### src/rtl/banked_mem_responder.sv
// banked_mem_responder
//   Four-bank interleaved 16-bit word memory serving the cache controller's
//   memory-side port. Each bank is occupied for four cycles after it accepts a
//   request. A well-formed request to a busy bank stalls. A malformed request
//   raises err and is dropped. Reads return data exactly two cycles after they
//   are accepted.
//
// Ports
//   clk        system clock, rising-edge active
//   rst        synchronous active-high reset
//   addr       byte address: bank = addr[2:1], word index = addr[BANK_AW+2:3]
//   data_in    write data, sampled in the accept cycle
//   wr, rd     request strobes (exactly one may be set for a valid request)
//   data_out   read data while data_valid=1, otherwise 16'h0000
//   data_valid data_out carries read data this cycle
//   stall      well-formed request hit a busy bank and was not accepted
//   busy       per-bank occupancy, derived from registered counters
//   err        malformed request (odd address or rd&wr), not accepted
module banked_mem_responder #(
   parameter int BANK_AW = 6
) (
   input  logic        clk,
   input  logic        rst,
   input  logic [15:0] addr,
   input  logic [15:0] data_in,
   input  logic        wr,
   input  logic        rd,
   output logic [15:0] data_out,
   output logic        data_valid,
   output logic        stall,
   output logic [3:0]  busy,
   output logic        err
);

   localparam int DEPTH = 4 << BANK_AW;

   logic [1:0]         bank;
   logic [BANK_AW-1:0] idx;
   logic               well_formed;
   logic               accept;

   // Address bits above the word index alias onto the same word.
   logic unused_addr_hi;
   assign unused_addr_hi = ^addr[15:BANK_AW+3];

   assign bank = addr[2:1];
   assign idx  = addr[BANK_AW+2:3];

   // Well-formed: exactly one strobe and a word-aligned address.
   assign well_formed = (rd ^ wr) & ~addr[0];
   assign err         = (rd | wr) & (addr[0] | (rd & wr));
   assign stall       = well_formed & busy[bank];
   assign accept      = well_formed & ~busy[bank];

   // Per-bank occupancy counters: loaded with 3 on accept, so the bank reads
   // busy for the three following cycles and is free again on the fourth.
   logic [1:0] cnt [4];

   always_comb begin
      // NOTE: every always_comb output gets a default first so no latch is inferred.
      busy = 4'b0000;
      for (int b = 0; b < 4; b++) begin
         busy[b] = (cnt[b] != 2'd0);
      end
   end

   always_ff @(posedge clk) begin
      if (rst) begin
         for (int b = 0; b < 4; b++) begin
            cnt[b] <= 2'd0;
         end
      end else begin
         for (int b = 0; b < 4; b++) begin
            // NOTE: sequential state uses non-blocking assignments so all flops update together.
            if (accept && (bank == b[1:0])) begin
               cnt[b] <= 2'd3;
            end else if (cnt[b] != 2'd0) begin
               cnt[b] <= cnt[b] - 2'd1;
            end
         end
      end
   end

   // Storage: bank-major flat array, location = {bank, idx}.
   logic [15:0] mem [DEPTH];

   // NOTE: the array has no reset; contents survive rst and only writes change them.
   always_ff @(posedge clk) begin
      if (!rst && accept && wr) begin
         mem[{bank, idx}] <= data_in;
      end
   end

   // Two-stage read pipeline: stage 1 latches the location, stage 2 reads the
   // array and registers the result, giving data_valid two cycles after accept.
   logic                 s1_valid;
   logic [BANK_AW+1:0]   s1_loc;
   logic                 s2_valid;
   logic [15:0]          s2_data;

   always_ff @(posedge clk) begin
      if (rst) begin
         s1_valid <= 1'b0;
         s1_loc   <= '0;
         s2_valid <= 1'b0;
         s2_data  <= 16'h0000;
      end else begin
         s1_valid <= accept & rd;
         s1_loc   <= {bank, idx};
         s2_valid <= s1_valid;
         // Zero when idle so data_out reads 0 outside data_valid.
         s2_data  <= s1_valid ? mem[s1_loc] : 16'h0000;
      end
   end

   assign data_valid = s2_valid;
   assign data_out   = s2_data;

endmodule

### config.mk
export PLATFORM = sky130hd
export DESIGN_NAME = banked_mem_responder
export DESIGN_NICKNAME = d
export VERILOG_FILES = /design/src/rtl/banked_mem_responder.sv
export SDC_FILE = /design/constraint.sdc
export NUM_CORES = 2
export LEC_CHECK = 0
export BUFFER_PORTS_ARGS = -buffer_cell sky130_fd_sc_hd__buf_2
export CORE_ASPECT_RATIO = 1.75
export CORE_MARGIN = 2
export CORE_UTILIZATION = 40
export CTS_CLUSTER_SIZE = 16
export DETAILED_ROUTE_END_ITERATION = 6
export GPL_TIMING_DRIVEN = 1
export HOLD_SLACK_MARGIN = 0.08
export SKIP_CTS_REPAIR_TIMING = 1
export SYNTH_ARGS = -nofsm -noshare
export SYNTH_HDL_FRONTEND = slang
export SYNTH_MEMORY_MAX_BITS = 65536
export SYNTH_SLANG_ARGS = --single-unit
### constraint.sdc
create_clock -name clk -period 4.18 [get_ports clk]
set_input_delay 0.209 -clock clk [delete_from_list [all_inputs] [get_ports clk]]
set_output_delay 0.209 -clock clk [all_outputs]
set_load 0.005 [all_outputs]
==> flow_summary.yaml <==
timing:
  drv_slew: 0
  hold_violations: 0
  fmax_mhz: 243
  post-route-period-util: 0.984
  relSlewSlack: 0.0494
  worst_slew_pin_slew_ns: 1.43
  fin_worst_skew_ns: 0.0852
  min_period_ns: 4.11
  holdWs_ns: 0.142
  setup_slack_ns: 0.0665
  grt_setup_unrepaired: "no"
  tns_ns: 0
  setup_viol: 0
critical_path:
  cp-startpoint: "s1_loc[6]$_SDFF_PP0_"
  r2r_cells: 8
  required_ns: 4.98
  r2r_setup_slack_ns: 0.07
  crit_end: "data_out[8]$_SDFF_PP0_"
  r2r_start: "s1_loc[6]$_SDFF_PP0_"
  path_class: "flop to flop"
  arrival_ns: 4.92
  worstSetupStartpointType: "flop"
  critPathMaxFanout: 18
  worst_setup_path_end_kind: "flop"
  r2r-end: "data_out[8]$_SDFF_PP0_"
placement:
  io_buffers: 51
  dpl.hpwl_mm: 310
  place.gp.congestion: 0.997
  dp_cells: 13060
  dp_slack_ns: -0.0896
pwr:
  pwr-share-comb: 0.054
  power_switching_share: 0.216
  clock_power_share: 0.396
  leakage_nw: 55.8
  p_sw_w: 0.0179
  irDropWorstVdd_mv: 0.495
  p_seq_frac: 0.550
  p_int_w: 0.0651
  powerDensity_nw_per_um2: 457
yosys:
  ys_seq_elements: 4130
  synth-edff-count: 4104
  yosys_warnings: 0
  yosys.area.top_type: "edfxtp_1"
  synthCells: 7515
  synthTopCellsByArea: "edfxtp_1 (77%), mux4_2 (11%), mux2i_1 (2.8%), nor2_1 (0.81%), o221ai_1 (0.71%)"
  syn_avg_cell_area_um2: 21.2
  seq_area_frac_synth: 0.776
  synthDistinctLibCells: 67
  syn-cell-area_um2: 159000
  yosys.area.top_type_share: 0.773
  async_flop_share: 0
  syn_nets: 7557
  synth_top_flop_cell: "edfxtp_1"
clock_tree:
  clk_pin_slew_worst_paths_ns: 0.07
  cts_max_path_buffers: 4
  cts_buffers: 350
  cts_sinks: 4130
  root_buffer: "clkbuf_16"
  insertion_delay_ns: 0.96
  tritoncts: "built"
  h-tree-depth: 5
detailed_routing:
  drtIter0Drc: 9389
  via_per_inst: 5.89
  drt-met1-wl_mm: 159
  routed.top_layer: "met5"
  wl_mm: 474
  dr_total_vias: 80852
  met3_length_mm: 30.1
  drc_errors: 0
  drtPass1Iterations: 6
  met2_length_mm: 242
  final_antenna_net_count: 0
  wl_per_cell_um: 34.5
floorplanning:
  ios: 59
  num_rows: 306
  core_area_um2: 397000
  die_area_um2: 404000
  start_util: 0.402
  die_w_um: 481
  die_h_um: 839
global_route:
  grt-ovfl-total: 0
  grt_pass1_vias: 82034
  grt_first_pass_wirelength_mm: 654
  track_usage: 0.232
  grt_antenna_before_repair: 29
  grt_max_degree: 132
finish:
  drive_above_1_share: 0.249
  final_cells: 13724
  fin_nets: 8254
  synthToLayoutAreaGrowth_pct: 13.9
hold_path:
  hold_depth: 1
  worstHoldPathType: "input pin to flop"
flow_run:
  cap_violations: 0
outcome:
  status: "finished clean"
[cell usage after synthesis (all sizes together), types with 3 or more instances]
cell type / n
clkbuf: 179
buf: 270
nor2b: 21
a211oi: 52
o22ai: 180
nor4: 46
nor4b: 4
a21oi: 75
o211ai: 16
a211o: 4
nand4b: 5
mux2: 22
nor2: 347
nand2b: 20
dfxtp: 26
nand2: 116
nor3: 86
a221oi: 9
or3: 36
nand3: 95
o21ai: 105
nor3b: 11
a22oi: 90
or3b: 3
nand3b: 15
inv: 15
a2111oi: 33
and2: 8
o221ai: 129
nand4: 26
mux4: 809
edfxtp: 4104
a31oi: 6
and3: 33
o22a: 7
mux2i: 446
o32ai: 6
o2111ai: 7
ha: 6
or4: 19
or2: 9
[registers in the layout, indices dropped and copies added, names as in the netlist]
| name | flops |
|---|---|
| s1_loc | 8 |
| cnt | 8 |
| mem | 4096 |
| data_valid | 1 |
| data_out | 16 |
| s1_valid | 1 |
[worst min path at each step]
| stage | from | to | slack [ns] |
|---|---|---|---|
| after CTS | rd | s1_valid$_SDFF_PP0_ | -0.50 |
| after detailed placement | rd | s1_valid$_SDFF_PP0_ | 0.50 |
| after global placement | rd | s1_valid$_SDFF_PP0_ | 0.48 |
| final | data_in[8] | mem[42][8]$_DFFE_PP_ | 0.14 |
| after global routing | data_in[8] | mem[40][8]$_DFFE_PP_ | 0.15 |
| after floorplan | data_in[0] | mem[0][0]$_DFFE_PP_ | 0.31 |
[cell usage in the layout, fill, tap and decap left out, types with 18 or more instances in the layout]
| master | Yosys | routed |
|---|---|---|
| mux2i_1 | 446 | 446 |
| mux2_2 | 22 | 22 |
| a22oi_1 | 90 | 90 |
| buf_4 | 46 | 625 |
| o22ai_1 | 180 | 180 |
| nor2b_1 | 21 | 18 |
| clkbuf_16 | 0 | 358 |
| mux4_2 | 774 | 774 |
| nor3_1 | 86 | 83 |
| nor2_1 | 346 | 333 |
| mux4_1 | 35 | 35 |
| a211oi_1 | 52 | 50 |
| buf_12 | 8 | 84 |
| or4_1 | 19 | 19 |
| nor4_1 | 46 | 41 |
| and3_1 | 31 | 31 |
| dlygate4sd3_1 | 0 | 35 |
| clkinv_2 | 0 | 52 |
| o21ai_0 | 105 | 101 |
| nand2_1 | 116 | 113 |
| nand4_1 | 26 | 26 |
| nand3_1 | 95 | 91 |
| nand2b_1 | 20 | 19 |
| or3_1 | 36 | 36 |
| buf_2 | 115 | 35 |
| a21oi_1 | 75 | 75 |
| clkinv_1 | 1 | 68 |
| bufinv_16 | 0 | 36 |
| a2111oi_0 | 30 | 22 |
| dfxtp_1 | 26 | 22 |
| o221ai_1 | 129 | 129 |
| edfxtp_1 | 4104 | 4104 |
| clkbuf_1 | 175 | 66 |
[area by class of cell]
class	instances	area [µm²]
flip-flops and latches	4130	124000
fillers	33149	215000
multi-input cells	2919	32900
clock buffers	428	9260
repair buffers	795	7140
well taps	5236	6550
diodes	17	42.5
clock inverters	183	1880
inverters	16	65.1
[power by group through the flow]
stage / clock, W / combinational, W / sequential (W)
2_1_floorplan: 0 / 0.00219 / 0.0465
6_report: 0.0328 / 0.00449 / 0.0456
4_1_cts: 0.0333 / 0.00445 / 0.0456
3_3_place_gp: 0 / 0.00436 / 0.0465
3_5_place_dp: 0 / 0.00444 / 0.0465
5_1_grt: 0.0346 / 0.00466 / 0.0456
[critical path, stage by stage (launching register included)]
cell	delay, ns
dfxtp_1	0.68
nor3b_2	0.80
nand3_1	0.54
buf_4	0.31
o21ai_0	0.77
nor4_1	0.31
buf_12	0.21
nand4_1	0.23
o31ai_1	0.10
[kinds of logic (layout without fill, tap and decap cells)]
family / after synthesis / in the layout / share of synthesized area
buffers and inverters: 466 / 1422 / 0.0192
adder cells (fa/ha/maj): 6 / 6 / 0.000471
flip-flops: 4130 / 4130 / 0.776
other: 0 / 17 / 0
AND/OR/NAND/NOR: 906 / 906 / 0.0276
multiplexers: 1277 / 1277 / 0.145
AO/OA/AOI/OAI: 730 / 730 / 0.0318
[metrics by stage]
step	power (W)	util	instance area, µm²
2_1_floorplan	0.0487	-	159000
3_3_place_gp	0.0509	0.429	170000
3_5_place_dp	0.0509	0.429	170000
4_1_cts	0.0833	0.457	181000
5_1_grt	0.0849	0.458	182000
6_report	0.0829	0.458	182000
[layer usage]
| layer | vias to the layer above | GRT usage |
|---|---|---|
| li1 | 32980 | - |
| met1 | 43326 | 0.259 |
| met2 | 3552 | 0.402 |
| met3 | 980 | 0.0362 |
| met4 | 14 | 0.172 |
| met5 | - | 0 |
No activity file was read; power rests on OpenSTA's default activity.
